<file path="config.mk">
export PLATFORM = sky130hd
export DESIGN_NAME = uart_rx_byte_flat
export DESIGN_NICKNAME = d
export VERILOG_FILES = /design/src/rtl/uart_rx_byte_if.sv /design/src/rtl/uart_rx_byte.sv /design/src/flat_wrapper.sv
export SDC_FILE = /design/constraint.sdc
export NUM_CORES = 1
export LEC_CHECK = 0
export CELL_PAD_IN_SITES_DETAIL_PLACEMENT = 1
export CELL_PAD_IN_SITES_GLOBAL_PLACEMENT = 1
export CORE_MARGIN = 4
export CORE_UTILIZATION = 25
export DETAILED_ROUTE_END_ITERATION = 8
export GPL_TIMING_DRIVEN = 0
export HOLD_SLACK_MARGIN = 0.1
export MAX_ROUTING_LAYER = met4
export PLACE_DENSITY_LB_ADDON = 0.25
export SYNTH_ARGS = -nofsm -noshare
export SYNTH_HDL_FRONTEND = slang
export SYNTH_SLANG_ARGS = --single-unit
export TNS_END_PERCENT = 50
</file>
<file path="constraint.sdc">
create_clock -name clk -period 5.2 [get_ports clk]
set_clock_uncertainty 0.1 [all_clocks]
set_input_delay 1.56 -clock clk [delete_from_list [all_inputs] [get_ports clk]]
set_output_delay 1.56 -clock clk [all_outputs]
set_load 0.005 [all_outputs]
</file>
<file path="src/rtl/uart_rx_byte_if.sv">
// Serial line and received-byte signals of the 8N1 receiver.
// master = serial source / byte consumer, slave = receiver.
interface uart_rx_byte_if;
  logic       rx;
  logic [7:0] data;
  logic       data_valid;
  logic       frame_err;
  logic       busy;

  modport master (output rx, input data, data_valid, frame_err, busy);
  modport slave  (input rx, output data, data_valid, frame_err, busy);
endinterface

</file>
<file path="src/rtl/uart_rx_byte.sv">
// 8N1 UART receiver: 2-flop input sync, mid-bit sampling, one-cycle valid/error strobes.
// state | meaning
// IDLE  | line idle, waiting for rx_s low
// START | counting to mid start bit, rejects glitches
// DATA  | sampling 8 data bits LSB first at mid-bit
// STOP  | sampling stop bit at mid-bit
// BREAK | stop bit was low, waiting for line to return high
module uart_rx_byte #(
  parameter int CLKS_PER_BIT = 100
) (
  input logic           clk,
  input logic           rst,
  uart_rx_byte_if.slave bus
);
  localparam int HALF = CLKS_PER_BIT / 2;
  localparam int CW   = $clog2(CLKS_PER_BIT);
  localparam logic [CW-1:0] CNT_HALF = CW'(HALF - 1);
  localparam logic [CW-1:0] CNT_FULL = CW'(CLKS_PER_BIT - 1);

  typedef enum logic [2:0] {IDLE, START, DATA, STOP, BREAK} state_t;

  state_t        state_q, state_d;
  logic          sync1_q, rx_s_q;
  logic [CW-1:0] cnt_q, cnt_d;
  logic [2:0]    bitn_q, bitn_d;
  logic [7:0]    shift_q, shift_d;
  logic [7:0]    data_q, data_d;
  logic          valid_q, valid_d;
  logic          ferr_q, ferr_d;
  logic          busy_q;

  always_ff @(posedge clk or posedge rst) begin
    if (rst) begin
      sync1_q <= 1'b1;
      rx_s_q  <= 1'b1;
      state_q <= IDLE;
      cnt_q   <= '0;
      bitn_q  <= '0;
      shift_q <= '0;
      data_q  <= '0;
      valid_q <= 1'b0;
      ferr_q  <= 1'b0;
      busy_q  <= 1'b0;
    end else begin
      sync1_q <= bus.rx;
      rx_s_q  <= sync1_q;
      state_q <= state_d;
      cnt_q   <= cnt_d;
      bitn_q  <= bitn_d;
      shift_q <= shift_d;
      data_q  <= data_d;
      valid_q <= valid_d;
      ferr_q  <= ferr_d;
      busy_q  <= (state_q != IDLE);
    end
  end

  always_comb begin
    state_d = state_q;
    cnt_d   = cnt_q;
    bitn_d  = bitn_q;
    shift_d = shift_q;
    data_d  = data_q;
    valid_d = 1'b0;
    ferr_d  = 1'b0;
    case (state_q)
      IDLE: begin
        if (!rx_s_q) begin
          state_d = START;
          cnt_d   = '0;
        end
      end
      START: begin
        if (cnt_q == CNT_HALF) begin
          cnt_d = '0;
          if (!rx_s_q) begin
            state_d = DATA;
            bitn_d  = '0;
          end else begin
            state_d = IDLE;
          end
        end else begin
          cnt_d = cnt_q + 1'b1;
        end
      end
      DATA: begin
        if (cnt_q == CNT_FULL) begin
          cnt_d   = '0;
          shift_d = {rx_s_q, shift_q[7:1]};
          bitn_d  = bitn_q + 1'b1;
          if (bitn_q == 3'd7) state_d = STOP;
        end else begin
          cnt_d = cnt_q + 1'b1;
        end
      end
      STOP: begin
        if (cnt_q == CNT_FULL) begin
          cnt_d = '0;
          if (rx_s_q) begin
            data_d  = shift_q;
            valid_d = 1'b1;
            state_d = IDLE;
          end else begin
            ferr_d  = 1'b1;
            state_d = BREAK;
          end
        end else begin
          cnt_d = cnt_q + 1'b1;
        end
      end
      BREAK: begin
        if (rx_s_q) state_d = IDLE;
      end
      default: state_d = IDLE;
    endcase
  end

  assign bus.data       = data_q;
  assign bus.data_valid = valid_q;
  assign bus.frame_err  = ferr_q;
  assign bus.busy       = busy_q;
endmodule
</file>
<file path="src/flat_wrapper.sv">
// flat-port wrapper written by rule: the top's interface ports become plain ports
module uart_rx_byte_flat 
#(
  parameter int CLKS_PER_BIT = 100
)
  (clk, rst, bus_rx, bus_data, bus_data_valid, bus_frame_err, bus_busy);
  uart_rx_byte_if bus_i ();
  input logic clk;
  input logic rst;
  input wire logic [$bits(bus_i.rx)-1:0] bus_rx;
  output wire logic [$bits(bus_i.data)-1:0] bus_data;
  output wire logic [$bits(bus_i.data_valid)-1:0] bus_data_valid;
  output wire logic [$bits(bus_i.frame_err)-1:0] bus_frame_err;
  output wire logic [$bits(bus_i.busy)-1:0] bus_busy;
  assign bus_i.rx = bus_rx;
  assign bus_data = bus_i.data;
  assign bus_data_valid = bus_i.data_valid;
  assign bus_frame_err = bus_i.frame_err;
  assign bus_busy = bus_i.busy;
  uart_rx_byte #(.CLKS_PER_BIT(CLKS_PER_BIT)) u_core (.clk(clk), .rst(rst), .bus(bus_i));
endmodule
</file>
== Yosys cells after proc, flatten, opt, wreduce, memory -nomap -nowiden ==
Index checks and enable logic that the tools add are counted.

* Bits in registers: 34
* Word-level logic and storage cells: 59

* Add/subtract/negate cells: 2
* Equality and inequality tests: 14
* Muxes and demuxes: 23
* Reduce and logical (&&, ||, !) cells: 10

{| class="wikitable"
|+ Operators by type and width
! kind !! number
|-
| two-way mux 3 bit || 10
|-
| two-way mux 7 bit || 3
|-
| one-hot mux 7 bit (3 select lines) || 1
|-
| one-hot mux 3 bit (5 select lines) || 1
|-
| != test 2 x 1 -> 1 bit (second input constant) || 5
|-
| adder 7 x 1 -> 7 bit (second input constant) || 1
|-
| == test 7 x 6 -> 1 bit (second input constant) || 1
|-
| == test 7 bit (second input constant) || 1
|-
| == test 3 x 2 -> 1 bit (second input constant) || 2
|-
| == test 3 bit (second input constant) || 2
|-
| two-way mux 1 bit || 6
|-
| one-hot mux 3 bit (2 select lines) || 1
|-
| AND reduction 6 bit || 1
|-
| nonzero test 3 bit || 2
|-
| != test 2 bit (second input constant) || 2
|-
| AND reduction 2 bit || 2
|-
| AND reduction 4 bit || 1
|-
| adder 3 x 1 -> 3 bit (second input constant) || 1
|-
| == test 3 x 1 -> 1 bit (second input constant) || 1
|-
| logical NOT 3 bit || 1
|-
| AND reduction 3 bit || 1
|-
| two-way mux 2 bit || 1
|-
| nonzero test 2 bit || 1
|-
| OR reduction 2 bit || 1
|}

== Depth between registers and ports, before layout ==
Gate-level depths: netlist of run 1.

* Depth after elaboration: 4
* Depth in mapped cells: 6

== Least setup slack after synthesis of run 1 ==
No wires, ideal clock.

* Path kind: register -> output
* Start point: register u_core.data_q[0], in the netlist u_core.bus.data[0]
* End point: output bus_data[0]
* Data arrival time: 361 ps
* Required time: 3,540 ps
* Path slack: 3,179 ps
* Stages on the path, launching flop included: 1
* Path buffers: 0
* Cell sequence: dfrtp_1

{| class="wikitable"
|+ RTL lines
! item !! line !! text
|-
| start, declared || uart_rx_byte.sv:27 || <nowiki>logic [7:0] data_q, data_d;</nowiki>
|-
| start signal, assigned || uart_rx_byte.sv:51 || <nowiki>data_q <= data_d;</nowiki>
|-
| end, declared || flat_wrapper.sv:11 || <nowiki>output wire logic [$bits(bus_i.data)-1:0] bus_data;</nowiki>
|}

No word-level cell between the ends.

== Final worst setup path of run 1 ==
* Start point: register u_core.data_q[7], in the netlist u_core.bus.data[7]
* End point: output bus_data[7]

No word-level cell between the ends.

==> flow_summary.yaml, run 1 <==
status:
  status: "finished, final reports clean"
power_and_ir_drop:
  netSwitchingFraction_pct: 21.7
  p_clk_share_pct: 39.9
  p_leak_uw: 0.000894
  p_int_uw: 357
  pwr-share-seq_pct: 58.6
  p_per_area_nw_per_um2: 235
  power_switching_uw: 98.8
  pwr-share-comb_pct: 1.6
  ir_drop_v: 0.000140
drt:
  vias: 1105
  dr.pass1.iters: 4
  drtIter0Drc: 40
  avgRoutedWirePerCell_um: 14.5
  drc_errors: 0
  viasPerCell: 4.80
  ant_nets: 0
  drt_wl_total_mm: 3.33
clock_tree:
  path_clk_slew_ps: 70
  cts_tree: "done"
  root_buffer: "clkbuf_8"
  clock_latency_ps: 280
  cts_setup_buffers: 0
  h-tree-depth: 2
  cts_num_sinks: 34
  cts_buffers: 5
  cts_buffer_depth: 2
  holdBufCountCts: 0
  post_cts_resized: 0
yosys:
  yosys_most_used_dff: "dfrtp_1"
  ys_ff_latch: 34
  yosysWarningCount: 0
  synth-xor-area-share_pct: 0
  synthArstFlopShare_pct: 100
  ys_types: 36
  yosys.area_share.adder_pct: 3.83
  synth_seq_area_share_pct: 52.2
  syn-num-nets: 141
  syn_area_um2: 1630
  synth_compound_area_share_pct: 10.6
  muxShareOfSynthArea_pct: 13.6
  synth-simple-area-share_pct: 16.1
  synth_top_family_by_area: "simple AND/OR/NAND/NOR gates"
  synth_edf_count: 0
  syn_inst: 133
  syn_avg_cell_area_um2: 12.3
min_path:
  min_path_cells: 0
  hold_path_end: "u_core.rx_s_q"
  hold_class: "reg -> reg"
  hold_start: "u_core.sync1_q"
worst_setup_path:
  r2r_start: "u_core.cnt_q[0]"
  crit_path_max_incr_delay_ps: 510
  timing.critical_path.buf_inv: 1
  worst-setup-path-type: "reg -> out"
  cp_top_family: "buffers and inverters"
  cp_max_fo: 2
  slowest_stage: "clkdlybuf4s50_1"
  regToRegEndpoint: "u_core.cnt_q[4]"
  worstRegToRegCells: 5
  cp_cell_sequence: "clkdlybuf4s50_1"
  cp_data_arrival_time_ps: 1150
  critPathRequiredTime_ps: 3540
  r2r_slack_ps: 3130
  cp-end-kind: "output port"
  start_kind: "flip-flop"
placement:
  gp_congestion: 0.763
  dp_hpwl_mm: 2.44
  pre_cts_slack_ps: 1880
  port_buffers: 13
timing:
  clock.fmax_mhz: 356
  rsz0062_at_grt: "false"
  worst_pin_slew_ps: 718
  drv_slew: 0
  fin_hold_ws_ps: 261
  finalSetupTns_ps: 0
  fin_crit_ps: 2810
  layout_setup_ws_ps: 2390
  hold_violations: 0
  timing.final.crit_share_pct: 54.0
  setup_viol: 0
  timing.max_slew.rel_slack_pct: 52.1
grt:
  antenna_found_initial: 0
  grt_pass1_wl_mm: 5.79
  grt_max_degree: 35
  grt_remaining_overflow: 0
  first_global_vias: 1197
  grt_usage_pct: 9.94
finish:
  seq_area_um2: 853
  diodes: 0
  nNetsFinal: 161
  final_core_util_pct: 30.5
  n_fill_cell: 705
  multi_input_area_um2: 721
  syn2layout_area_growth_pct: 18.7
  layout_common_cells: "dfrtp_1, clkdlybuf4s50_1, mux2_2, nand2_1, mux2_4"
  final_common_cell: "dfrtp_1"
  final_layout_size_suffix_gt1_share_pct: 26.1
floorplan:
  die-height_um: 88.8
  die_w_um: 88.8
  start_util_pct: 25.7
  fp.dieArea_um2: 7890
  std_cell_rows: 29
  ioPinCount: 14
  coreArea_um2: 6350
flow_run:
  drv_cap: 0
worst max path at each step:
stage / end / startpoint / cells past startpoint / slack [ps]
detailed placement: u_core.bus.data[0] / rst / 2 / 1880
global placement: u_core.bus.data[0] / rst / 2 / 1970
floorplan: u_core.bitn_q[0] / rst / 1 / 2800
global route: bus_data[4] / u_core.bus.data[4] / 1 / 2330
CTS: u_core.state_q[2] / rst / 2 / 2200
finish: bus_data[7] / u_core.bus.data[7] / 1 / 2390
registers in the layout, indices dropped and copies added, names as in the netlist:
register               cells
u_core.bus.data_valid      1
u_core.sync1_q             1
u_core.bus.data            8
u_core.state_q             3
u_core.rx_s_q              1
u_core.cnt_q               7
u_core.bus.busy            1
u_core.bitn_q              3
u_core.bus.frame_err       1
u_core.shift_q             8
per-stage QoR:
step,cell area (um2),instances,power (uW)
floorplan,1630,133,276
global placement,1860,223,279
detailed placement,1860,223,280
CTS,1940,230,468
global route,1940,230,480
finish,1940,230,456
per-layer routing:
layer | up-vias | global-route usage (%) | routed length [um]
li1 | 525 | - | -
met1 | 558 | 11.5 | 1480
met2 | 19 | 16.1 | 1680
met3 | 3 | 3.17 | 137
met4 | 0 | 3.71 | 30
met5 | - | - | 0
power groups by stage:
| stage | sequential [uW] | clock [uW] | combinational (uW) |
|---|---|---|---|
| 2_1_floorplan | 272 | 0 | 4.33 |
| 3_3_place_gp | 272 | 0 | 7.39 |
| 3_5_place_dp | 272 | 0 | 7.80 |
| 4_1_cts | 267 | 193 | 7.87 |
| 5_1_grt | 267 | 204 | 8.76 |
| 6_report | 267 | 182 | 7.21 |
layout make-up:
cell class / instances / area share [%]
well taps: 77 / 4.97
repair buffers: 13 / 6.71
clock inverters: 2 / 0.516
flip-flops and latches: 34 / 44.0
plain buffers: 4 / 1.94
multi-input cells: 89 / 37.2
inverters: 6 / 1.16
clock buffers: 5 / 3.55
kinds of logic after synthesis:
| logic type | after synthesis |
|---|---|
| adders and majority gates | 5 |
| and+or+nand+nor | 41 |
| DFF | 34 |
| buffers and inverters | 10 |
| AOI/OAI and AO/OA | 26 |
| muxes | 17 |
synthesized netlist by cell type (2+ instances only):
library cell	instances	area, um2
inv_1	6	22.5
dfstp_2	2	52.6
nand3_1	6	30.0
nand2_1	8	30.0
buf_4	2	15.0
nor2_1	5	18.8
o21ai_0	5	25.0
nor3b_1	2	15.0
buf_6	2	22.5
ha_1	5	62.6
a22o_1	2	17.5
and3b_1	2	17.5
nor4_1	2	12.5
and3_1	2	12.5
dfrtp_1	32	801
mux2_4	8	120
o211ai_1	7	52.6
mux2_2	9	101
or2_2	3	18.8
o2111ai_1	2	17.5
nand2b_1	2	12.5
a21oi_1	5	25.0
Power figures use the tool's default switching activity.
==> inputs of run 2 (changes only) <==
clock period = 2.7 ns   (was 5.2 ns; I/O delays follow)
==> results of run 2 <==
Same layout as run 1 (identical final DEF). Status: finished, final reports clean.
Main changes from that run: setup slack after placement 1880 ps -> 131 ps; clock-pin slew on the worst setup and hold paths 70 ps -> 60 ps; setup slack after layout 2390 ps -> 626 ps; start point of the critical path u_core.bus.data[7] -> u_core.cnt_q[0]; end point of the critical path bus_data[7] -> u_core.cnt_q[4]; register-to-register setup slack 3130 ps -> 630 ps; total power 456 uW -> 878 uW; worst IR drop on VDD 0.000140 V -> 0.000269 V
==> inputs of run 3 (changes only) <==
clock period = 1.85 ns   (was 2.7 ns; I/O delays follow)
==> run 3 against run 2 <==
Against the previous run: the flow now finishes with violations (negative setup slack); sequential power grew 46%; worst hold slack worse by 2.4 ps; cell count rose by 5.7%; via count rose by 4.9%; fmax grew 10%; power is 47% higher; combinational power grew 53%; die area did not move; critical path type unchanged; critical endpoint is now u_core.bitn_q[0]; largest cell class unchanged; highest routed layer unchanged.
==> flow_summary.yaml, run 3 (same netlist as run 1, synthesis figures left out) <==
finish:
  n_fill_cell: 696
  syn2layout_area_growth_pct: 31.7
  layout_common_cells: "dfrtp_1, buf_4, mux2_4, nand2_1, clkdlybuf4s50_1"
  nNetsFinal: 174
  final_layout_size_suffix_gt1_share_pct: 38.0
  final_common_cell: "dfrtp_1"
  final_core_util_pct: 33.9
  diodes: 0
clock_tree:
  cts_buffers: 5
  holdBufCountCts: 0
  path_clk_slew_ps: 70
  clock_latency_ps: 280
  root_buffer: "clkbuf_8"
  cts_tree: "done"
  h-tree-depth: 2
  cts_buffer_depth: 2
  cts_num_sinks: 34
timing:
  worst_pin_slew_ps: 757
  clock.fmax_mhz: 533
  layout_setup_ws_ps: -27.9
  timing.max_slew.rel_slack_pct: 49.4
  hold_violations: 0
  drv_slew: 0
  rsz0062_at_grt: "true"
  timing.final.crit_share_pct: 102
  finalSetupTns_ps: -50.7
  setup_viol: 4
  fin_crit_ps: 1880
grt:
  grt_pass1_wl_mm: 5.93
  grt_usage_pct: 10.2
  antenna_found_initial: 0
  first_global_vias: 1224
  grt_max_degree: 35
  grt_remaining_overflow: 0
worst_setup_path:
  cp_data_arrival_time_ps: 1950
  cp_max_fo: 6
  worst-setup-path-type: "reg -> reg"
  cp-end-kind: "flip-flop"
  start_kind: "flip-flop"
  critPathRequiredTime_ps: 1920
min_path:
  hold_class: "reg -> reg"
power_and_ir_drop:
  ir_drop_v: 0.000393
  p_clk_share_pct: 40.1
  pwr-share-seq_pct: 58.3
  netSwitchingFraction_pct: 22.0
  p_per_area_nw_per_um2: 599
  p_int_uw: 1000
  p_leak_uw: 0.00105
  power_switching_uw: 284
  pwr-share-comb_pct: 1.6
  p_total_uw: 1290
status:
  status: "complete, but fails checks"
  failed_checks: "negative setup slack"
flow_run:
  drv_cap: 0
drt:
  vias: 1159
  drc_errors: 0
  dr.pass1.iters: 4
  drt_wl_total_mm: 3.68
  viasPerCell: 4.77
  ant_nets: 0
  avgRoutedWirePerCell_um: 15.1
  drtIter0Drc: 29
floorplan:
  ioPinCount: 14
  coreArea_um2: 6350
  die_w_um: 88.8
  die-height_um: 88.8
  start_util_pct: 25.7
  fp.dieArea_um2: 7890
  std_cell_rows: 29
placement:
  port_buffers: 13
  pre_cts_slack_ps: -464
  dp_hpwl_mm: 2.44
  gp_congestion: 0.763
run 3: layer usage:
metal / part of all wire, % / track usage [%]
met1: 44 / 11.5
met5: 0 / -
met4: 0.82 / 3.85
met3: 4.1 / 3.17
met2: 51 / 16.8
run 3: per-stage QoR:
stage	cells	hold slack, ps	area [um2]
6_report	243	258	2150
5_1_grt	243	269	2150
4_1_cts	235	260	2010
3_5_place_dp	223	250	1860
3_3_place_gp	223	246	1860
2_1_floorplan	133	245	1630
run 3: critical path, cell delays in order (launching register included):
cell      delay [ps]
dfrtp_2          450
or3b_4           430
nor4_1           310
o21bai_1         170
mux2_2           290
run 3: power groups by stage:
| stage | registers (uW) | clock network [uW] | logic, uW |
|---|---|---|---|
| floorplan | 763 | 0 | 12.2 |
| global placement | 764 | 0 | 20.8 |
| detailed placement | 765 | 0 | 21.9 |
| CTS | 750 | 544 | 23.1 |
| global route | 751 | 573 | 25.4 |
| finish | 751 | 517 | 21.2 |
run 3: final cells by class:
| class | instances | area (um2) | area share, % |
|---|---|---|---|
| tap | 77 | 96.3 | 4.48 |
| multi-input combinational | 90 | 820 | 38.1 |
| buffer | 4 | 41.3 | 1.92 |
| clock buffer | 5 | 68.8 | 3.20 |
| clock inverter | 2 | 10.0 | 0.465 |
| inverter | 6 | 26.3 | 1.22 |
| timing repair buffer | 25 | 233 | 10.8 |
| sequential | 34 | 857 | 39.8 |
run 3: path summary, 6_finish.rpt:
check | startpoint | end | slack, ps | depth (start not counted)
max in group asynchronous | rst | u_core.cnt_q[2] | 540 | 2
worst min-delay path | u_core.sync1_q | u_core.rx_s_q | 260 | 0
worst max register to register | u_core.cnt_q[3] | u_core.bitn_q[0] | -30 | 4
worst max-delay path | u_core.cnt_q[3] | u_core.bitn_q[0] | -30 | 4
worst min register to register | u_core.sync1_q | u_core.rx_s_q | 260 | 0
min in group asynchronous | rst | u_core.shift_q[6] | 650 | 2
run 3: timing repair:
| item | 4_1_cts | 5_1_grt |
|---|---|---|
| setup endpoints to repair | 55 | 28 |
| cloned | 0 | 1 |
| pin swaps | 4 | 2 |
| resized for setup | 11 | 18 |
| buffers inserted | 5 | 7 |
